[src/rtl/axis_packet_source.sv]
`default_nettype none
// ============================================================================
// Module      : axis_packet_source
// Description : AXI-Stream packet generator. Emits pkt_len beats of Galois
//               LFSR data per start request. The optional per-packet maximum
//               tracker is enabled by defining SRC_MAX_TRACK_EN.
// Revision    : 1.0 - initial release
// ============================================================================
module axis_packet_source #(
    parameter int STREAM_WIDTH = 32
) (
    input  logic                    ACLK,
    input  logic                    ARESET,
    input  logic                    start,
    input  logic [15:0]             pkt_len,
    input  logic [31:0]             seed,
    input  logic                    TREADY,
    output logic [STREAM_WIDTH-1:0] TDATA,
    output logic                    TVALID,
    output logic                    TLAST,
    output logic                    busy,
    output logic                    done,
    output logic [15:0]             exp_max,
    output logic                    exp_max_valid
);

    localparam logic [31:0] C_POLY = 32'h8020_0003;

    typedef enum logic [0:0] {
        IDLE = 1'b0,
        SEND = 1'b1
    } state_t;

    state_t      r_state;
    state_t      w_state_next;
    logic [15:0] r_count;
    logic [31:0] r_lfsr;
    logic        r_done;

    logic        w_sending;
    logic        w_hs;
    logic        w_last;
    logic        w_accept;
    logic [31:0] w_lfsr_step;

    assign w_sending   = (r_state == SEND);
    assign w_hs        = w_sending && TREADY;
    assign w_last      = w_sending && (r_count == 16'd1);
    assign w_accept    = (r_state == IDLE) && start && (pkt_len != 16'd0);
    assign w_lfsr_step = r_lfsr[0] ? ((r_lfsr >> 1) ^ C_POLY) : (r_lfsr >> 1);

    always_ff @(posedge ACLK or posedge ARESET) begin
        if (ARESET) begin
            r_state <= IDLE;
        end else begin
            r_state <= w_state_next;
        end
    end

    always_comb begin
        w_state_next = r_state;
        case (r_state)
            IDLE: if (w_accept) w_state_next = SEND;
            SEND: if (w_hs && w_last) w_state_next = IDLE;
            default: w_state_next = IDLE;
        endcase
    end

    // Counter and LFSR only move on a handshake, so stalled beats hold steady.
    always_ff @(posedge ACLK or posedge ARESET) begin
        if (ARESET) begin
            r_count <= 16'd0;
            r_lfsr  <= 32'h0000_0001;
            r_done  <= 1'b0;
        end else begin
            r_done <= w_hs && w_last;
            if (w_accept) begin
                r_count <= pkt_len;
                r_lfsr  <= (seed == 32'd0) ? 32'h0000_0001 : seed;
            end else if (w_hs) begin
                r_count <= r_count - 16'd1;
                r_lfsr  <= w_lfsr_step;
            end
        end
    end

    always_comb begin
        TDATA = '0;
        if (w_sending) begin
            TDATA[15:0] = r_lfsr[15:0];
        end
    end

    assign TVALID = w_sending;
    assign TLAST  = w_last;
    assign busy   = w_sending;
    assign done   = r_done;

`ifdef SRC_MAX_TRACK_EN
    logic        r_first;
    logic [15:0] r_exp_max;

    // r_first marks that the next handshake is the packet's opening beat.
    always_ff @(posedge ACLK or posedge ARESET) begin
        if (ARESET) begin
            r_first   <= 1'b0;
            r_exp_max <= 16'd0;
        end else begin
            if (w_accept) begin
                r_first <= 1'b1;
            end else if (w_hs) begin
                r_first <= 1'b0;
                if (r_first || (r_lfsr[15:0] > r_exp_max)) begin
                    r_exp_max <= r_lfsr[15:0];
                end
            end
        end
    end

    assign exp_max       = r_exp_max;
    assign exp_max_valid = r_done;
`else
    assign exp_max       = 16'd0;
    assign exp_max_valid = 1'b0;
`endif

endmodule
`default_nettype wire

[config.mk]
export PLATFORM = sky130hd
export DESIGN_NAME = axis_packet_source
export DESIGN_NICKNAME = d
export VERILOG_FILES = /design/src/rtl/axis_packet_source.sv
export SDC_FILE = /design/constraint.sdc
export NUM_CORES = 1
export LEC_CHECK = 0
export ABC_AREA = 1
export CORE_MARGIN = 3
export CORE_UTILIZATION = 42
export DETAILED_ROUTE_END_ITERATION = 7
export PLACE_DENSITY = 0.74
export REMOVE_ABC_BUFFERS = 1
export SYNTH_ARGS = -nofsm -noshare
export SYNTH_HDL_FRONTEND = slang
export SYNTH_SLANG_ARGS = --single-unit
[constraint.sdc]
create_clock -name ACLK -period 1.35 [get_ports ACLK]
set_input_delay 0.27 -clock ACLK [delete_from_list [all_inputs] [get_ports ACLK]]
set_output_delay 0.27 -clock ACLK [all_outputs]
set_load 0.1 [all_outputs]
; ---- After elaboration in Yosys (flattened, before gate mapping)
; Cells that the tools add are included.
; Widths: inputs -> output; s select.
[word_totals]
reg_bits = 50
input_bits = 52
out_inout_bits = 53
elab_cells = 26
[classes]
add_sub_neg = 1
eq_ne = 1
muxes = 10
n_bitwise = 2
reduce_logical = 8
[op_table]
columns = operator, n
row1 = $mux 32, 4
row2 = $mux 16, 3
row3 = $logic_not 32->1, 1
row4 = $eq 16x1->1 const B, 1
row5 = $reduce_bool 16->1, 1
row6 = $sub 16x1->16 const B, 1
row7 = $logic_and 1x1->1, 5
row8 = $not 3->4, 1
row9 = $mux 1, 2
row10 = $pmux 1 s2, 1
row11 = $reduce_bool 2->1, 1
row12 = $not 1->1, 1

; ---- Longest topological paths before layout
[depth]
depth_word = 5
mapped_depth = 10

; ---- Worst setup path before layout
; No wires, ideal clock.
[synth_path]
kind = reg-to-reg
startpoint = register r_state (netlist: TVALID)
endpoint = register r_state (netlist: TVALID)
t_arrival_ns = 3.860
required_ns = 1.230
setup_slack_ns = -2.630
stages_incl_launch_ff = 7
n_path_buf = 1
cell_sequence = dfrtp_1 buf_4 nand4_1 nor3_1 nand2_1 nand2_1 nand2_1
[synth_via]
word_cells_on_any_way = 9
[synth_rtl]
columns = element, line_no
row1 = from (decl), 34  ; state_t r_state;
row2 = from (signal assigned), 56  ; r_state <= w_state_next;
row3 = $logic_and 1x1->1, 48  ; assign w_last = w_sending && (r_count == 16'd1);
row4 = via TLAST, 20  ; output logic TLAST,
row5 = $logic_and 1x1->1, 64  ; SEND: if (w_hs && w_last) w_state_next = IDLE;
row6 = $mux 1, 64
row7 = $pmux 1 s2, 62  ; case (r_state)
row8 = via w_state_next, 35  ; state_t w_state_next;
; The timed path passes the listed nets, and every way through them passes these cells.
; A chain may end at the register's enable or synchronous reset.

; ---- Worst setup path after layout
[layout_path]
startpoint = register r_count[8]
endpoint = output TLAST
[layout_via]
elab_chain_len = 2
[layout_lines]
columns = element, line_no
row1 = from (decl), 36  ; logic [15:0] r_count;
row2 = from (signal assigned), 78  ; r_count <= pkt_len;
row3 = from (signal assigned), 81  ; r_count <= r_count - 16'd1;
row4 = $eq 16x1->1, 48
row5 = $logic_and 1x1->1, 48
row6 = to (decl), 20
; No other way between the ends.

==> results.toml <==
[timing]
grt_setup_unrepaired = "true"
max_freq_mhz = 557
fin_ws_ns = -0.445
finalCritPeriodShare_pct = 133
period_minus_slack_ns = 1.79
hold_viol = 0
setup_viol = 68
slew_violations = 0
clock_skew_ns = 0.0128

[setup_path]
worstPathRequired_ns = 1.08
slowest_stage = "dfrtp_1"
arrival_ns = 1.52
rrSetupSlack_ns = -0.42
crit_chain = "nor2_4 > nand4_1 > nor3_2 > buf_4 > buf_12"
critPathKind = "reg2out"
start_kind = "register"
critPathMaxFanout = 2
critical-path-max-stage-delay_ns = 0.44
end_kind = "output pin"

[synthesis]
synth_simple_gate_area_share_pct = 40.5
synthXorXnorAreaFrac_pct = 1.06
syn_avg_cell_area_sq_um = 6.84
ys_seq_area_share_pct = 38.0
synth_top_family_by_area = "simple AND/OR/NAND/NOR gates"
ys_types = 26
synth-compound-area-share_pct = 2.92
ys_ff_latch = 50
synth_fa_ha_area_share_pct = 0.759
synthMuxAreaShare_pct = 0
ys_warn_count = 0
synth.cell_area_sq_um = 3300
syn_inst = 482

[job]
max_cap_viol_count = 0

[hold_path]
hold_path_class = "in2async"

[clock_tree]
cts_buffers = 5
cts_root_buffer = "clkbuf_8"
insertion_delay_ns = 0.32
holdBufCountCts = 0
cts_tree = "yes"
ctsLongestPathBuffers = 2
path_clk_slew_ns = 0.10
cts_max_level = 2
cts_sinks = 50

[drt]
antenna_left = 0
vias = 3962
finalWirelength_microns = 13400
drt_iter0_markers = 378
routed_via_density = 5.40
drcViolationCount = 0
first_pass_iters = 5
route.detailed.wl_per_inst_microns = 18.2

[grt]
grt_max_degree = 23
grt_overflow_total = 0
grt_usage_pct = 23.9
antenna_found_initial = 0
grt_pass1_wl_microns = 16900
grt_pass1_vias = 3602

[finish]
fillers = 436
nets = 688
layout_common_cells = "nand2_1, buf_4, nand3_1, dfrtp_1, nor2_1"
layout_commonest_cell = "nand2_1"
insertedDiodeCount = 0
finalNonFillerCells = 734
syn_to_final_growth_pct = 79.4
final_util_pct = 79.4
drive_above_1_share_pct = 44.1

[status]
failed_checks = "negative setup slack"
run_status = "finished, violations left"

[placement]
dp.cells = 695
port_buffers = 71
place_hpwl_microns = 6880
place_congestion = 0.923

[die]
fp-row-count = 31
start_util_pct = 44.3
dieArea_sq_um = 8950
core_area_sq_um = 7450
pin_count = 105
die_h_microns = 94.6
die_w_microns = 94.6

[power_and_ir_drop]
p_per_area_nw_per_um2 = 1780
ir_drop_mv = 1.49
p_leak_nw = 3.08
## cells by family (layout without fill, tap and decap cells)
| kind of cell | Yosys count | after routing |
|---|---|---|
| adders and majority gates | 2 | 2 |
| other | 1 | 33 |
| buffers and inverters | 98 | 218 |
| DFF | 50 | 50 |
| xor gates and xnor gates | 4 | 4 |
| AOI/OAI and AO/OA | 15 | 15 |
| and+or+nand+nor | 312 | 313 |
## worst max-delay path: cells and delay by family, from the launching register on
kind / cells / cell delay [ns]
flip-flops: 1 / 0.44
AND/OR/NAND/NOR: 3 / 0.44
buffers and inverters: 2 / 0.32
## final timing paths
check                      startpoint          to  depth (start not counted)
max                        r_count[8]       TLAST                          5
max in group asynchronous      ARESET  r_lfsr[22]                          3
min reg2reg                r_lfsr[31]  r_lfsr[30]                          2
max reg2reg                    TVALID  r_count[0]                          9
min in group ACLK          pkt_len[7]  r_count[7]                          3
min                            ARESET   r_lfsr[7]                          2
## routing by layer
layer	GRT usage, %	up-vias	part of all wire, %
met3	3.51	60	7.4
met1	30.5	1893	37
met5	0	-	0
li1	-	1762	-
met2	40.9	247	51
met4	9.01	0	4.4
## per-stage QoR
stage / setup WS [ns] / hold WS [ns] / total power [mW] / TNS (ns) / cell area (sq um)
6_report: -0.445 / 0.217 / 10.5 / -18.97 / 5910
3_3_place_gp: -0.408 / 0.471 / 7.81 / -17.79 / 4610
3_5_place_dp: -0.433 / 0.482 / 7.91 / -18.57 / 4610
5_1_grt: -0.512 / 0.246 / 11.0 / -22.51 / 5910
4_1_cts: -0.417 / 0.232 / 9.33 / -8.51 / 5220
2_1_floorplan: -3.37 / 0.391 / 5.82 / -150.18 / 3030
## flip-flops by register name (all words and copies together) (netlist names)
signal and cells:
r_count 16, done 1, r_lfsr 32, TVALID 1
## timing repair
| action | 4_1_cts | 5_1_grt |
|---|---|---|
| pin swaps | 29 | 27 |
| setup endpoints to repair | 68 | 69 |
| setup buffers | 12 | 13 |
| gates resized for setup | 120 | 160 |
| gates cloned | 8 | 2 |
## Yosys cell counts, drive strengths merged
library cell    n  area share, %
a21boi          1           0.34
a21oi           1           0.15
buf            51             11
clkbuf          4           0.46
conb            1           0.11
dfrtp          49             37
dfstp           1           0.80
ha              2           0.76
inv            43            4.9
nand2         150             18
nand3          95             14
nand4           3           0.57
nor2           60            7.3
nor3            3           0.46
o211ai          4           0.91
o21ai           7            1.1
o21bai          2           0.46
or2             1           0.19
xor2            4            1.1
## where the power goes
part | internal (mW) | switching (mW)
Clock | 0.414 | 0.552
Sequential | 2.10 | 0.682
Combinational | 2.62 | 4.16
Total | 5.14 | 5.40
## area by class of cell
type	count	area, sq um	share of cell area [%]
flip-flops and latches	50	1250	21.2
clock buffers	6	82.6	1.40
multi-input cells	367	2360	39.9
inverters	43	189	3.19
well taps	99	124	2.09
clock inverters	2	12.5	0.212
repair buffers	167	1900	32.0
(Power assumes the default switching activity.)
